==> src/rtl/instr_encoder.sv <==
// ============================================================================
// instr_encoder: packs instruction field sets into 9-bit words and writes them
// to instruction memory from a start address. Revision: 1.0
// ============================================================================
`default_nettype none

module instr_encoder (
    input  logic        clk,
    input  logic        rst_n,
    input  logic        i_start,
    input  logic [9:0]  i_base_addr,
    input  logic        i_in_valid,
    output logic        o_in_ready,
    input  logic [2:0]  i_in_op,
    input  logic [2:0]  i_in_ra,
    input  logic [2:0]  i_in_rb,
    input  logic [7:0]  i_in_imm,
    input  logic        i_in_last,
    output logic        o_wr_en,
    output logic [9:0]  o_wr_addr,
    output logic [8:0]  o_wr_data,
    output logic        o_busy,
    output logic        o_done,
    output logic        o_err,
    output logic [1:0]  o_err_code,
    output logic [10:0] o_count
);

    localparam logic [1:0] S_IDLE = 2'd0;
    localparam logic [1:0] S_LOAD = 2'd1;
    localparam logic [1:0] S_DONE = 2'd2;
    localparam logic [1:0] S_ERR  = 2'd3;

    localparam logic [9:0] c_ADDR_MAX = 10'h3FF;

    logic [1:0]  r_state;
    logic [1:0]  w_next;
    logic [9:0]  r_ptr;
    logic        r_fin;
    logic        r_fin_ovf;

    logic        w_start_ok;
    logic        w_xfer;
    logic        w_imm_op;
    logic        w_br;
    logic        w_rng_err;
    logic        w_reg_err;
    logic        w_bad;
    logic        w_good;
    logic        w_at_max;
    logic [8:0]  w_enc;

    assign w_start_ok = i_start && ((r_state == S_IDLE) || (r_state == S_ERR));
    assign w_xfer     = i_in_valid && o_in_ready;
    assign w_imm_op   = i_in_op[2] && !(&i_in_op);
    assign w_br       = &i_in_op;
    // Immediate fits when all bits above the field's sign bit equal that sign bit.
    assign w_rng_err  = (w_imm_op && !((&i_in_imm[7:3]) || !(|i_in_imm[7:3])))
                     || (w_br     && !((&i_in_imm[7:5]) || !(|i_in_imm[7:5])));
    assign w_reg_err  = w_imm_op && i_in_ra[2];
    assign w_bad      = w_rng_err || w_reg_err;
    assign w_good     = w_xfer && !w_bad;
    assign w_at_max   = (r_ptr == c_ADDR_MAX);

    always_comb begin
        w_enc = {i_in_op, i_in_ra, i_in_rb};
        if (w_imm_op) begin
            w_enc = {i_in_op, i_in_ra[1:0], i_in_imm[3:0]};
        end else if (w_br) begin
            w_enc = {i_in_op, i_in_imm[5:0]};
        end
    end

    always_ff @(posedge clk or negedge rst_n) begin
        if (!rst_n) begin
            r_state <= S_IDLE;
        end else begin
            r_state <= w_next;
        end
    end

    // r_fin marks the write cycle after a last or overflowing transfer; the
    // FSM stays in LOAD (busy, not ready) for that cycle before leaving.
    always_comb begin
        w_next = r_state;
        case (r_state)
            S_IDLE: if (i_start) w_next = S_LOAD;
            S_LOAD: begin
                if (r_fin) begin
                    w_next = r_fin_ovf ? S_ERR : S_DONE;
                end else if (w_xfer && w_bad) begin
                    w_next = S_ERR;
                end
            end
            S_DONE: w_next = S_IDLE;
            S_ERR:  if (i_start) w_next = S_LOAD;
            default: w_next = S_IDLE;
        endcase
    end

    always_comb begin
        o_in_ready = (r_state == S_LOAD) && !r_fin;
        o_busy     = (r_state == S_LOAD);
        o_done     = (r_state == S_DONE);
        o_err      = (r_state == S_ERR);
    end

    always_ff @(posedge clk or negedge rst_n) begin
        if (!rst_n) begin
            r_ptr      <= 10'd0;
            r_fin      <= 1'b0;
            r_fin_ovf  <= 1'b0;
            o_count    <= 11'd0;
            o_err_code <= 2'b00;
            o_wr_en    <= 1'b0;
            o_wr_addr  <= 10'd0;
            o_wr_data  <= 9'd0;
        end else begin
            r_fin     <= w_good && (i_in_last || w_at_max);
            r_fin_ovf <= w_good && !i_in_last && w_at_max;
            o_wr_en   <= w_good;
            if (w_good) begin
                o_wr_addr <= r_ptr;
                o_wr_data <= w_enc;
                o_count   <= o_count + 11'd1;
                if (!w_at_max) begin
                    r_ptr <= r_ptr + 10'd1;
                end
            end
            if (w_start_ok) begin
                r_ptr      <= i_base_addr;
                o_count    <= 11'd0;
                o_err_code <= 2'b00;
            end else if (w_xfer && w_bad) begin
                o_err_code <= w_rng_err ? 2'b01 : 2'b11;
            end else if (r_fin && r_fin_ovf) begin
                o_err_code <= 2'b10;
            end
        end
    end

endmodule

`default_nettype wire

==> config.mk <==
export PLATFORM = sky130hd
export DESIGN_NAME = instr_encoder
export DESIGN_NICKNAME = d
export VERILOG_FILES = /design/src/rtl/instr_encoder.sv
export SDC_FILE = /design/constraint.sdc
export NUM_CORES = 1
export LEC_CHECK = 0
export BUFFER_PORTS_ARGS = -buffer_cell sky130_fd_sc_hd__buf_4
export CAP_MARGIN = 5
export CORE_UTILIZATION = 40
export CTS_BUF_LIST = sky130_fd_sc_hd__clkbuf_2
export DETAILED_ROUTE_END_ITERATION = 6
export PLACE_DENSITY = 0.74
export SYNTH_ARGS = -nofsm -noshare
export SYNTH_HDL_FRONTEND = slang
export SYNTH_SLANG_ARGS = --single-unit
==> constraint.sdc <==
create_clock -name clk -period 2.7 [get_ports clk]
set_clock_uncertainty 0.1 [all_clocks]
set_input_delay 0.27 -clock clk [delete_from_list [all_inputs] [get_ports clk]]
set_output_delay 0.27 -clock clk [all_outputs]
set_load 0.005 [all_outputs]
==> results of run 1 <==
## placed cells by master, fill, tap and decap left out, types with 4 or more instances in the layout
cell            n
dfrtp_1        47
a21oi_1        13
or4_1           4
inv_1           8
xor2_1          8
nor3_1          4
dlygate4sd3_1  14
and3_1          4
buf_4          71
nor2_1          9
o21ai_0        18
mux2i_1         5
nand4_1         9
ha_1            6
or3_1           4
mux2_2         13
clkbuf_2        5
nand3_1        14
nand2_1        34
## routing by layer
layer	part of all wire (%)	routed length [µm]	up-vias	GRT usage, %
met3	6.2	342	9	3.91
li1	-	-	1016	-
met5	0	0	-	0
met1	43	2380	995	24.2
met2	50	2770	66	32.4
met4	1.3	73	0	5.45
## final cells by class
type | instances | area [µm²]
clock inverter | 3 | 15.0
fill | 530 | 2460
multi-input combinational | 173 | 1140
clock buffer | 5 | 25.0
inverter | 8 | 30.0
sequential | 47 | 1180
timing repair buffer | 85 | 673
tap | 72 | 90.1
## path summary, 6_finish.rpt
check                                    startpoint                       end  slack (ps)  cells past startpoint
max                          r_state[1]$_DFFE_PN0P_    o_count[5]$_DFFE_PN0P_         270                      7
min                                      i_in_rb[0]  o_wr_data[0]$_DFFE_PN0P_          20                      3
max reg2reg                  r_state[1]$_DFFE_PN0P_    o_count[5]$_DFFE_PN0P_         270                      7
min reg2reg                o_wr_data[3]$_DFFE_PN0P_  o_wr_data[3]$_DFFE_PN0P_         410                      2
max in group asynchronous                     rst_n    r_state[0]$_DFFE_PN0P_        1840                      2
min in group asynchronous                     rst_n  o_wr_data[8]$_DFFE_PN0P_         250                      2
## synthesized netlist by cell type
| master | number | area share (%) |
|---|---|---|
| nand2_1 | 34 | 5.4 |
| and4_1 | 2 | 0.74 |
| a32oi_4 | 1 | 1.2 |
| a21o_1 | 1 | 0.32 |
| a21oi_1 | 13 | 2.7 |
| or3_1 | 4 | 1.1 |
| o21ai_1 | 1 | 0.21 |
| a41oi_1 | 2 | 0.74 |
| o211ai_1 | 3 | 0.95 |
| o21a_1 | 1 | 0.32 |
| dfrtp_1 | 47 | 49 |
| nor2_1 | 9 | 1.4 |
| nand4_1 | 9 | 2.4 |
| nor3_1 | 4 | 0.84 |
| mux2_2 | 13 | 6.2 |
| and3_1 | 4 | 1.1 |
| a311o_1 | 1 | 0.42 |
| a21boi_1 | 2 | 0.63 |
| ha_1 | 6 | 3.2 |
| nand3b_1 | 1 | 0.32 |
| inv_1 | 8 | 1.3 |
| xor2_1 | 8 | 2.9 |
| nand2b_1 | 2 | 0.53 |
| xnor2_1 | 1 | 0.37 |
| clkbuf_1 | 5 | 0.79 |
| a31oi_1 | 2 | 0.53 |
| and2_1 | 1 | 0.26 |
| or2_2 | 1 | 0.26 |
| o22ai_1 | 1 | 0.26 |
| buf_2 | 3 | 0.63 |
| a211oi_1 | 1 | 0.32 |
| o221ai_4 | 1 | 1.1 |
| or3_4 | 1 | 0.47 |
| mux2i_1 | 5 | 2.1 |
| nand3_1 | 14 | 2.9 |
| or4_1 | 4 | 1.3 |
| o31ai_1 | 1 | 0.32 |
| nand3_2 | 1 | 0.42 |
| o21ai_0 | 18 | 3.8 |
## critical path, cell delays in order (launching register included)
cell and delay (ps):
dfrtp_1 460, inv_1 90, ha_1 190, nand3b_1 210, a21oi_1 300, nand3_2 330, or4_1 560, a21oi_1 140
## flip-flops by register name, summed over array words and instances (netlist names)
| register | count |
|---|---|
| o_count | 11 |
| o_wr_addr | 10 |
| r_ptr | 10 |
| o_wr_data | 9 |
| o_err_code | 2 |
| r_state | 2 |
| o_wr_en | 1 |
| r_fin | 1 |
| r_fin_ovf | 1 |
## kinds of logic (layout without fill, tap and decap cells)
| group | Yosys count | in the layout | synth area share (%) |
|---|---|---|---|
| simple gates | 91 | 91 | 19.3 |
| buf+inv | 16 | 101 | 2.68 |
| mux | 18 | 18 | 8.26 |
| xor+xnor | 9 | 9 | 3.32 |
| fa+ha+maj | 6 | 6 | 3.16 |
| flops | 47 | 47 | 49.5 |
| compound gates | 49 | 49 | 13.8 |
## stage by stage
step | setup slack [ps] | utilization, % | total power, mW | hold WS [ps]
3_3_place_gp | 406 | 52.9 | 2.19 | 211
4_1_cts | 250 | 56.1 | 2.53 | 3.09
6_report | 268 | 56.1 | 2.50 | 18.3
5_1_grt | 10.8 | 56.1 | 2.71 | 47.4
2_1_floorplan | 684 | - | 1.72 | -126
3_5_place_dp | 304 | 52.9 | 2.23 | 216
## power by group through the flow
stage	registers, mW	logic [mW]	clock network, mW
2_1_floorplan	1.14	0.579	0
3_3_place_gp	1.16	1.02	0
6_report	1.15	1.07	0.284
4_1_cts	1.15	1.07	0.298
5_1_grt	1.20	1.19	0.323
3_5_place_dp	1.17	1.06	0
## timing repair
action                    in CTS  in global routing
hold buffers                  14                  0
gates resized for setup        0                  0
hold endpoints to repair      61                  0
==> results.sh, run 1 <==
export IMPL_cp_end_kind="flop"
export IMPL_critPathKind="reg2reg"
export IMPL_drc=0
export IMPL_tightest_slew_ps=942
export IMPL_htree_levels=2
export IMPL_cp_arrival_ps=2700
export IMPL_clockBufferDepth=2
export IMPL_drt_iter0_drc=148
export IMPL_final_instance_count_excl_fill=393
export IMPL_power_leakage_nw=1.50
export IMPL_cts_root_buffer="clkbuf_2"
export IMPL_coreArea_um2=5610
export IMPL_globalplace_congestion=0.796
export IMPL_grt_overflow_total=0
export IMPL_diodes=0
export IMPL_path_max_fanout=17
export IMPL_switchingPower_mw=0.932
export IMPL_fin_area_um2=3150
export IMPL_slew_headroom_pct=37.2
export IMPL_combPwrFrac_pct=42.6
export IMPL_clk_pin_slew_worst_paths_ps=220
export IMPL_synth_avg_cell_area_um2=10.1
export IMPL_hold_path_class="in2reg"
export IMPL_worst_ir_drop_vdd_uv=319
export IMPL_postCtsSetupBuffers=0
export IMPL_rsz0062_at_grt="false"
export IMPL_num_vias=2086
export IMPL_grt_first_pass_wirelength_um=9290
export IMPL_grt_total_usage_pct=19.0
export IMPL_drive_above_1_share_pct=30.2
export IMPL_yosysSeqAreaShare_pct=49.5
export IMPL_seq_power_share_pct=46.1
export IMPL_synth_cells=236
export IMPL_final_setup_tns_ps=0
export IMPL_grt_pass1_vias=2041
export IMPL_yosys_warnings=0
export IMPL_status="completed"
export IMPL_swShare_pct=37.2
export IMPL_period_minus_slack_ps=2430
export IMPL_row_count=27
export IMPL_area_delta_synth_final_pct=32.4
export IMPL_hpwl_um=4060
export IMPL_io_buffers=68
export IMPL_antenna_found_initial=0
export IMPL_maxCapViolCount=0
export IMPL_setup_violations=0
export IMPL_drv_slew=0
export IMPL_crit_required_ps=2970
export IMPL_synth_nets=274
export IMPL_dpl_cell_area_um2=2970
export IMPL_clk_latency_ps=430
export IMPL_p_int_mw=1.57
export IMPL_via_per_inst=5.31
export IMPL_ant_nets=0
export IMPL_dp_cells=371
export IMPL_numCtsBuffers=5
export IMPL_floorplan_initialDensity_pct=42.4
export IMPL_yosys_register_bits=47
export IMPL_clkPwrFrac_pct=11.3
export IMPL_design_die_area_um2=6260
export IMPL_pwr_density_cell_nw_per_um2=795
export IMPL_grt_max_degree=48
export IMPL_routed_wirelength_um=5560
export IMPL_nNetsFinal=358
export IMPL_hold_violations=0
export IMPL_min_period_over_period_pct=90.1
export IMPL_timing_fmax_mhz=411
export IMPL_wl_per_cell_um=14.1
export IMPL_cp_start_kind="flop"
export IMPL_drtPass1Iterations=5
export IMPL_cts_tree="done"
export IMPL_cts_sinks=47
export IMPL_die_h_um=79.1
export IMPL_dieWidth_um=79.1
export IMPL_syn_cell_area_um2=2380
export IMPL_pin_count=69
export IMPL_ys_types=39
No activity file was read; power rests on OpenSTA's default activity.
==> run 2: changes to the inputs <==
Settings changed: CORE_MARGIN set to 1.5.
Clock period 2.7 ns to 2.5 ns, I/O delays scaled along.
==> run 2 against run 1 <==
Net effect:
- hold slack gained 5.0 ps
- critical path depth is the same
- largest power group unchanged
- worst setup slack lost 150 ps
- sequential share of layout area shrank 0.27 points
- combinational power grew 9%
- final area grew 0.72%
- clock power grew 5%
- via count shrank 0.62%
- clock-buffer cell count grew 2
- global-route usage shrank 0.43 points
- wire length shrank 0.27%
==> results.sh, run 2 (synthesis results as in run 1) <==
export IMPL_postCtsSetupBuffers=0
export IMPL_drive_above_1_share_pct=30.7
export IMPL_wl_per_cell_um=14.0
export IMPL_grt_overflow_total=0
export IMPL_dieWidth_um=80.1
export IMPL_setup_slack_ps=115
export IMPL_tightest_slew_ps=758
export IMPL_via_per_inst=5.25
export IMPL_grt_max_degree=48
export IMPL_io_buffers=68
export IMPL_swShare_pct=36.6
export IMPL_cp_start_kind="flop"
export IMPL_clk_pin_slew_worst_paths_ps=220
export IMPL_fillCellCount=522
export IMPL_floorplan_initialDensity_pct=42.4
export IMPL_grt_total_usage_pct=18.6
export IMPL_pin_count=69
export IMPL_die_h_um=80.1
export IMPL_slew_headroom_pct=49.5
export IMPL_drt_iter0_drc=115
export IMPL_pwr_density_cell_nw_per_um2=856
export IMPL_worst_ir_drop_vdd_uv=419
export IMPL_min_period_over_period_pct=95.4
export IMPL_drc=0
export IMPL_cts_tree="done"
export IMPL_rsz0062_at_grt="true"
export IMPL_drtPass1Iterations=4
export IMPL_grt_busiest_layer="met2"
export IMPL_numCtsBuffers=5
export IMPL_maxCapViolCount=0
export IMPL_clk_latency_ps=410
export IMPL_largest_register="o_count"
export IMPL_design_die_area_um2=6410
export IMPL_dpl_cell_area_um2=2980
export IMPL_cts_sinks=47
export IMPL_path_max_fanout=14
export IMPL_switchingPower_mw=0.993
export IMPL_grt_pass1_vias=2035
export IMPL_combPwrFrac_pct=43.3
export IMPL_routed_wirelength_um=5550
export IMPL_final_setup_tns_ps=0
export IMPL_critPathKind="reg2reg"
export IMPL_antenna_found_initial=0
export IMPL_status="completed"
export IMPL_diodes=0
export IMPL_coreArea_um2=5610
export IMPL_power_leakage_nw=1.51
export IMPL_layout_commonest_cell="buf_4"
export IMPL_timing_fmax_mhz=419
export IMPL_grt_use_met3_pct=3.98
export IMPL_cts_root_buffer="clkbuf_2"
export IMPL_most_common_layout_cells="buf_4, dfrtp_1, nand2_1"
export IMPL_htree_levels=2
export IMPL_met1_usage_pct=23.5
export IMPL_period_minus_slack_ps=2390
export IMPL_top_regs="o_count: 11 flops, o_wr_addr: 10 flops, r_ptr: 10 flops"
export IMPL_area_delta_synth_final_pct=33.3
export IMPL_met2_usage_pct=30.7
export IMPL_hold_path_class="in2reg"
export IMPL_grt_first_pass_wirelength_um=9220
export IMPL_cp_arrival_ps=2620
export IMPL_nNetsFinal=360
export IMPL_place_ws_ps=134
export IMPL_globalplace_congestion=0.792
export IMPL_hold_violations=0
export IMPL_ant_nets=0
export IMPL_drv_slew=0
export IMPL_largest_reg_flops=11
export IMPL_p_int_mw=1.72
export IMPL_holdWs_ps=23.3
export IMPL_row_count=27
export IMPL_clkPwrFrac_pct=11.0
export IMPL_num_vias=2073
export IMPL_fin_area_um2=3170
export IMPL_crit_required_ps=2740
export IMPL_hpwl_um=4080
export IMPL_setup_violations=0
export IMPL_cp_end_kind="flop"
export IMPL_clockBufferDepth=2
export IMPL_seq_power_share_pct=45.8
run 2: timing repair:
item / in CTS / in global routing
hold buffers: 14 / 0
endpoints found under the setup margin: 0 / 7
resized for setup: 0 / 1
endpoints found under the hold margin: 61 / 0
run 2: critical path, cell delays in order (launching register included):
cell      delay, ps
dfrtp_1         460
inv_1           100
ha_1            200
nand3b_1        200
a21oi_1         360
nand3_4         230
or4_1           520
a21oi_1         160
run 2: per-stage QoR:
step / total power, mW / std cells / utilization (%)
3_5_place_dp: 2.43 / 373 / 53.2
2_1_floorplan: 1.85 / 236 / -
6_report: 2.71 / 395 / 56.5
4_1_cts: 2.74 / 395 / 56.4
3_3_place_gp: 2.38 / 373 / 53.2
5_1_grt: 2.95 / 395 / 56.5
run 2: per-layer routing:
metal | share of wire (%) | wire [µm]
met1 | 44 | 2430
met3 | 6.9 | 381
met5 | 0 | 0
met4 | 2.0 | 109
met2 | 47 | 2630
run 2: power by group through the flow:
stage / logic, mW / clock network (mW) / registers, mW
floorplan: 0.625 / 0 / 1.23
global placement: 1.13 / 0 / 1.26
detailed placement: 1.16 / 0 / 1.26
CTS: 1.19 / 0.312 / 1.24
global route: 1.32 / 0.344 / 1.29
finish: 1.17 / 0.297 / 1.24
run 2: layout make-up:
class / count / area [µm²] / share of cell area, %
Inverter: 8 / 30.0 / 0.947
Sequential cell: 47 / 1180 / 37.1
Clock buffer: 7 / 35.0 / 1.11
Timing Repair Buffer: 87 / 688 / 21.7
Tap cell: 72 / 90.1 / 2.84
Clock inverter: 1 / 5.00 / 0.158
Multi-Input combinational cell: 173 / 1140 / 36.1
run 2: path summary, 6_finish.rpt:
kind	startpoint	endpoint	slack, ps	cells past startpoint
max	r_state[1]$_DFFE_PN0P_	o_count[5]$_DFFE_PN0P_	110	7
min	i_in_rb[2]	o_wr_data[2]$_DFFE_PN0P_	20	3
max reg2reg	r_state[1]$_DFFE_PN0P_	o_count[5]$_DFFE_PN0P_	110	7
min reg2reg	o_wr_data[3]$_DFFE_PN0P_	o_wr_data[3]$_DFFE_PN0P_	410	2
max in group asynchronous	rst_n	r_ptr[2]$_DFFE_PN0P_	1640	2
min in group asynchronous	rst_n	o_wr_data[8]$_DFFE_PN0P_	250	2
